===== src/rtl/seq_detect_prog_if.sv =====
// Bus bundle for seq_detect_prog: serial sample stream, configuration load,
// counter clear and the detector outputs.
//
// Qualifier semantics: x is consumed on a rising clock edge only when
// x_valid=1 and cfg_load=0; there is no back-pressure, so the detector
// accepts every qualified sample. cfg_load and cnt_clr are single-cycle
// commands that act on the edge where they are seen high. y is a
// registered one-cycle pulse.
interface seq_detect_prog_if #(
  parameter int MAX_LEN = 8,
  parameter int CNT_W   = 8
);
  localparam int LW = $clog2(MAX_LEN) + 1;

  logic               x;
  logic               x_valid;
  logic               cfg_load;
  logic [MAX_LEN-1:0] cfg_pattern;
  logic [LW-1:0]      cfg_len;
  logic               cfg_overlap;
  logic               cnt_clr;
  logic               y;
  logic [CNT_W-1:0]   match_count;

  modport master (
    output x, x_valid, cfg_load, cfg_pattern, cfg_len, cfg_overlap, cnt_clr,
    input  y, match_count
  );

  modport slave (
    input  x, x_valid, cfg_load, cfg_pattern, cfg_len, cfg_overlap, cnt_clr,
    output y, match_count
  );
endinterface


===== src/rtl/seq_detect_prog.sv =====
// Runtime-programmable serial pattern detector.
// Compares the most recent len_q accepted bits against pat_q[len_q-1:0]
// (bit len_q-1 is the oldest / first expected). Overlapping or
// non-overlapping detection is chosen by ovl_q. y is a registered pulse.
// Build option: define SEQ_DET_HIT_CNT_EN to implement the saturating hit
// counter (match_count / cnt_clr); otherwise match_count is tied to zero.
module seq_detect_prog #(
  parameter int                 MAX_LEN = 8,
  parameter int                 CNT_W   = 8,
  parameter logic [MAX_LEN-1:0] RST_PAT = 8'b0000_1010,
  parameter int                 RST_LEN = 4,
  parameter bit                 RST_OVL = 1'b1
) (
  input logic               clk,
  input logic               rst,
  seq_detect_prog_if.slave  bus
);
  localparam int            LW     = $clog2(MAX_LEN) + 1;
  localparam logic [LW-1:0] LEN_MX = LW'(MAX_LEN);

  logic [MAX_LEN-1:0] pat_q, pat_d;
  logic [LW-1:0]      len_q, len_d;
  logic               ovl_q, ovl_d;
  logic [MAX_LEN-1:0] hist_q, hist_d;
  logic [LW-1:0]      fill_q, fill_d;
  logic               y_q, y_d;

  logic [MAX_LEN-1:0] hist_sh;
  logic [MAX_LEN-1:0] len_mask;
  logic [LW-1:0]      fill_inc;
  logic               pat_eq;
  logic               hit;

  // Next-state: config load, sample shift, match evaluation on post-shift history
  always_comb begin
    pat_d    = pat_q;
    len_d    = len_q;
    ovl_d    = ovl_q;
    hist_d   = hist_q;
    fill_d   = fill_q;
    hit      = 1'b0;
    hist_sh  = {hist_q[MAX_LEN-2:0], bus.x};
    fill_inc = (fill_q == LEN_MX) ? fill_q : fill_q + 1'b1;
    len_mask = '0;
    for (int i = 0; i < MAX_LEN; i++) begin
      len_mask[i] = (LW'(i) < len_q);
    end
    pat_eq = (((hist_sh ^ pat_q) & len_mask) == '0);

    if (bus.cfg_load) begin
      // The sample in a load cycle is dropped and detection restarts.
      pat_d  = bus.cfg_pattern;
      len_d  = (bus.cfg_len > LEN_MX) ? LEN_MX : bus.cfg_len;
      ovl_d  = bus.cfg_overlap;
      hist_d = '0;
      fill_d = '0;
    end else if (bus.x_valid) begin
      hist_d = hist_sh;
      fill_d = fill_inc;
      // len_q==0 disables detection entirely.
      if ((len_q != '0) && (fill_inc >= len_q) && pat_eq) begin
        hit = 1'b1;
        // Non-overlap: stale history stays but is ignored until refilled.
        if (!ovl_q) fill_d = '0;
      end
    end
    y_d = hit;
  end

  // State registers with asynchronous reset to the default 1010 detector
  always_ff @(posedge clk or posedge rst) begin
    if (rst) begin
      pat_q  <= RST_PAT;
      len_q  <= LW'(RST_LEN);
      ovl_q  <= RST_OVL;
      hist_q <= '0;
      fill_q <= '0;
      y_q    <= 1'b0;
    end else begin
      pat_q  <= pat_d;
      len_q  <= len_d;
      ovl_q  <= ovl_d;
      hist_q <= hist_d;
      fill_q <= fill_d;
      y_q    <= y_d;
    end
  end

  assign bus.y = y_q;

`ifdef SEQ_DET_HIT_CNT_EN
  logic [CNT_W-1:0] cnt_q, cnt_d;

  // Saturating hit counter; clear takes priority over a coincident hit
  always_comb begin
    cnt_d = cnt_q;
    if (bus.cnt_clr) begin
      cnt_d = '0;
    end else if (hit && (cnt_q != '1)) begin
      cnt_d = cnt_q + 1'b1;
    end
  end

  // Counter register
  always_ff @(posedge clk or posedge rst) begin
    if (rst) cnt_q <= '0;
    else     cnt_q <= cnt_d;
  end

  assign bus.match_count = cnt_q;
`else
  logic unused_cnt_clr;
  assign unused_cnt_clr  = bus.cnt_clr;
  assign bus.match_count = '0;
`endif
endmodule


===== src/flat_wrapper.sv =====
// flat-port wrapper written by rule: the top's interface ports become plain ports
module seq_detect_prog_flat 
#(
  parameter int                 MAX_LEN = 8,
  parameter int                 CNT_W   = 8,
  parameter logic [MAX_LEN-1:0] RST_PAT = 8'b0000_1010,
  parameter int                 RST_LEN = 4,
  parameter bit                 RST_OVL = 1'b1
)
  (clk, rst, bus_x, bus_x_valid, bus_cfg_load, bus_cfg_pattern, bus_cfg_len, bus_cfg_overlap, bus_cnt_clr, bus_y, bus_match_count);
  seq_detect_prog_if #(.MAX_LEN(MAX_LEN), .CNT_W(CNT_W)) bus_i ();
  input logic clk;
  input logic rst;
  input wire logic [$bits(bus_i.x)-1:0] bus_x;
  input wire logic [$bits(bus_i.x_valid)-1:0] bus_x_valid;
  input wire logic [$bits(bus_i.cfg_load)-1:0] bus_cfg_load;
  input wire logic [$bits(bus_i.cfg_pattern)-1:0] bus_cfg_pattern;
  input wire logic [$bits(bus_i.cfg_len)-1:0] bus_cfg_len;
  input wire logic [$bits(bus_i.cfg_overlap)-1:0] bus_cfg_overlap;
  input wire logic [$bits(bus_i.cnt_clr)-1:0] bus_cnt_clr;
  output wire logic [$bits(bus_i.y)-1:0] bus_y;
  output wire logic [$bits(bus_i.match_count)-1:0] bus_match_count;
  assign bus_i.x = bus_x;
  assign bus_i.x_valid = bus_x_valid;
  assign bus_i.cfg_load = bus_cfg_load;
  assign bus_i.cfg_pattern = bus_cfg_pattern;
  assign bus_i.cfg_len = bus_cfg_len;
  assign bus_i.cfg_overlap = bus_cfg_overlap;
  assign bus_i.cnt_clr = bus_cnt_clr;
  assign bus_y = bus_i.y;
  assign bus_match_count = bus_i.match_count;
  seq_detect_prog #(.MAX_LEN(MAX_LEN), .CNT_W(CNT_W), .RST_PAT(RST_PAT), .RST_LEN(RST_LEN), .RST_OVL(RST_OVL)) u_core (.clk(clk), .rst(rst), .bus(bus_i));
endmodule

===== config.mk =====
export PLATFORM = sky130hd
export DESIGN_NAME = seq_detect_prog_flat
export DESIGN_NICKNAME = d
export VERILOG_FILES = /design/src/rtl/seq_detect_prog_if.sv /design/src/rtl/seq_detect_prog.sv /design/src/flat_wrapper.sv
export SDC_FILE = /design/constraint.sdc
export NUM_CORES = 1
export LEC_CHECK = 0
export ABC_AREA = 1
export CORE_MARGIN = 2
export CORE_UTILIZATION = 40
export CTS_BUF_LIST = sky130_fd_sc_hd__clkbuf_8
export DETAILED_ROUTE_END_ITERATION = 16
export HOLD_SLACK_MARGIN = 0.15
export SETUP_SLACK_MARGIN = 0.2
export SLEW_MARGIN = 20
export SYNTH_ARGS = -nofsm -noshare
export SYNTH_HDL_FRONTEND = slang
export SYNTH_SLANG_ARGS = --single-unit

===== constraint.sdc =====
create_clock -name clk -period 2.2 [get_ports clk]
set_clock_uncertainty 0.1 [all_clocks]
set_input_delay 0.22 -clock clk [delete_from_list [all_inputs] [get_ports clk]]
set_output_delay 0.22 -clock clk [all_outputs]
set_load 0.02 [all_outputs]

==> key figures <==
Final layout
  • Fin cells: 269
  • Share of layout cells above drive strength 1: 20.2%
  • Antenna diodes: 0
  • Register area: 632 um^2
  • Area growth syn-to-layout: 27.3%
  • Final Net Count: 249
  • Layout fillers: 327
  • Area of the multi-input gates: 694 um^2

Detailed routing
  • Wire length on met3: 69 um
  • First drt pass iteration count: 4
  • Final ANT Viol Nets: 0
  • Vias per Instance: 4.56
  • WL met1: 1.34 mm
  • WL/cell: 11.6 um
  • Top layer in use: met4
  • Via count: 1,227
  • 1st-iter DRT viols: 32
  • Metal2 WL: 1.65 mm
  • # DRC: 0
  • Routed wire length: 3.11 mm

Synth
  • Synth Warn #: 0
  • #FFs+latches synth: 25
  • Post-Syn Instances: 193
  • Cell taking the most area after synthesis: dfrtp_1
  • Synth unique cells: 20
  • Post-synth top area share: 36.9%
  • Post-Syn Area: 1420 um^2
  • Avg Cell Area, Syn: 7.38 um^2
  • Main area contributors after synthesis: dfrtp_1, nand2_1, dfstp_2
  • Register area share after synthesis: 44.3%

Die
  • Row count: 21
  • Die height: 63.7 um
  • Ports: 28
  • Die X: 63.7 um
  • Initial Util: 42.0%
  • Die footprint: 4050 um^2
  • Core area: 3390 um^2

Critical path
  • CP Class: reg2reg
  • Reg2reg path depth: 16
  • RR Startpoint: u_core.fill_q[1]$_DFFE_PP0P_
  • Worst reg-to-reg setup slack: 0.07 ns
  • RR Endpoint: u_core.bus.y$_DFF_PP0_
  • WP data arrival: 2.18 ns
  • Worst setup SP type: register
  • CP Capture Type: register
  • Setup crit start: u_core.fill_q[1]$_DFFE_PP0P_
  • Worst setup path endpoint: u_core.bus.y$_DFF_PP0_
  • CP max FO: 4
  • CP required: 2.25 ns

Clocking
  • Worst-path clk slew: 0.09 ns
  • Clk sinks: 25
  • CTS root buf: clkbuf_8
  • # hold bufs at CTS: 0
  • CTS tree: yes
  • H-tree depth: 1
  • Clock latency on the worst-skew pair: 0.26 ns
  • CTS buffer count: 3
  • CTS Buffer Depth: 2

STA
  • Hold slack: 0.199 ns
  • Setup TNS: 0 ns
  • Setup violators final: 0
  • Final slew viol count: 0
  • Unrepaired setup endpoints after global routing: yes
  • Endpoints failing hold: 0
  • Max Freq: 470 MHz
  • Period minus WS final: 2.13 ns
  • Final Cycle Share: 96.8%

Global route
  • Tot GR Track Use: 16.7%
  • Antenna violations before repair: 0
  • First-pass GRT wire length: 5.29 mm
  • Largest net degree at the start of global routing: 26
  • Grt ovf: 0
  • Vias in the first global route: 1,265

Pwr
  • Worst vdd ir: 0.000359 V
  • PwrDens: 564 nW/um^2
  • Total leakage power: 0.916 nW

Hold path
  • Hold Crit Class: in2async

Placed design
  • Dpl cells: 255
  • Placer Congestion: 0.805
  • Buffers on Ports: 18
  • HPWL Detailed: 2.14 mm

Outcome
  • Status: completed

Run
  • Max-cap violations: 0
-- cell type report --
| cell class | count | share of cell area, % |
|---|---|---|
| clock buffers | 3 | 2.28 |
| clock inverters | 1 | 0.276 |
| inverters | 30 | 6.21 |
| multi-input cells | 134 | 38.3 |
| flip-flops and latches | 25 | 34.9 |
| well taps | 46 | 3.17 |
| repair buffers | 30 | 14.9 |
-- cells in the final DEF, fill, tap and decap left out, types with 8 or more instances in the layout --
master / n
o21ai_0: 14
inv_1: 24
nor2_1: 13
conb_1: 8
clkdlybuf4s50_1: 18
dfrtp_1: 20
nand2_1: 62
buf_4: 12
-- repair_timing --
item,in CTS,in global routing
setup buffers,7,3
setup endpoints to repair,5,5
pin swaps,3,13
gates resized for setup,8,12
-- through the flow --
stage                     cell area, um^2  power [mW]  setup slack, ns  utilization, %
after floorplan                      1450       0.661            0.368               -
after detailed placement             1630       0.719            0.130            48.1
after CTS                            1750        1.01            0.168            51.5
after global routing                 1810        1.09          -0.0519            53.5
final                                1810        1.02           0.0712            53.5
after global placement               1630       0.712            0.229            48.1
-- sequential cells by signal, summed over array words and instances, names as in the netlist --
signal and flops:
u_core.bus.y 1, u_core.fill_q 4, u_core.hist_q 7, u_core.len_q 4
u_core.ovl_q 1, u_core.pat_q 8
-- critical path, cell delays in order (launching register included) --
cell,delay (ns)
dfrtp_1,0.43
inv_2,0.09
ha_4,0.14
nand2_4,0.06
nor2_4,0.15
xor2_2,0.19
ha_2,0.21
inv_2,0.03
nand2_1,0.04
nand2_1,0.05
nand2_1,0.06
nand2_1,0.06
nor2_2,0.13
nor2_2,0.06
buf_4,0.13
nand2_2,0.06
nor2_2,0.04
-- layer usage --
layer,vias up,GRT usage [%]
li1,632,-
met1,571,19.7
met4,0,5.43
met3,4,2.14
met2,20,31.1
met5,-,0
-- report_power, final --
group	total, mW	internal [mW]	leakage, nW	switching (mW)
clock	0.268	0.126	0.0255	0.141
combinational	0.243	0.107	0.575	0.136
sequential	0.512	0.491	0.316	0.0212
-- worst min path at each step --
stage	slack, ns	cells past startpoint	endpoint	from
2_1_floorplan	0.14	1	u_core.bus.y$_DFF_PP0_	rst
3_3_place_gp	0.36	2	u_core.pat_q[3]$_DFFE_PP1P_	u_core.pat_q[3]$_DFFE_PP1P_
3_5_place_dp	0.37	2	u_core.pat_q[3]$_DFFE_PP1P_	u_core.pat_q[3]$_DFFE_PP1P_
4_1_cts	0.21	3	u_core.hist_q[6]$_DFFE_PP0P_	rst
5_1_grt	0.23	3	u_core.hist_q[6]$_DFFE_PP0P_	rst
6_report	0.20	3	u_core.hist_q[5]$_DFFE_PP0P_	rst
-- cells in the mapped netlist --
library cell,number
nand3_2,1
dfstp_2,4
inv_2,3
inv_1,27
ha_1,6
o21ai_1,1
conb_1,1
o21ai_0,15
xor2_1,3
buf_4,8
nor2_2,3
nor2_1,17
dfrtp_1,21
nand2_1,65
buf_2,2
o22ai_1,6
a21oi_1,2
nand2_2,2
clkbuf_1,1
nand3_1,5
-- cells by family after synthesis --
family / count (synthesis) / synth area share [%]
other: 1 / 0.263
AND/OR/NAND/NOR: 93 / 26.3
adder cells (fa/ha/maj): 6 / 5.27
buffers and inverters: 41 / 13.1
AO/OA/AOI/OAI: 24 / 8.96
flip-flops: 25 / 44.3
XOR/XNOR: 3 / 1.85
(Power assumes the default switching activity.)
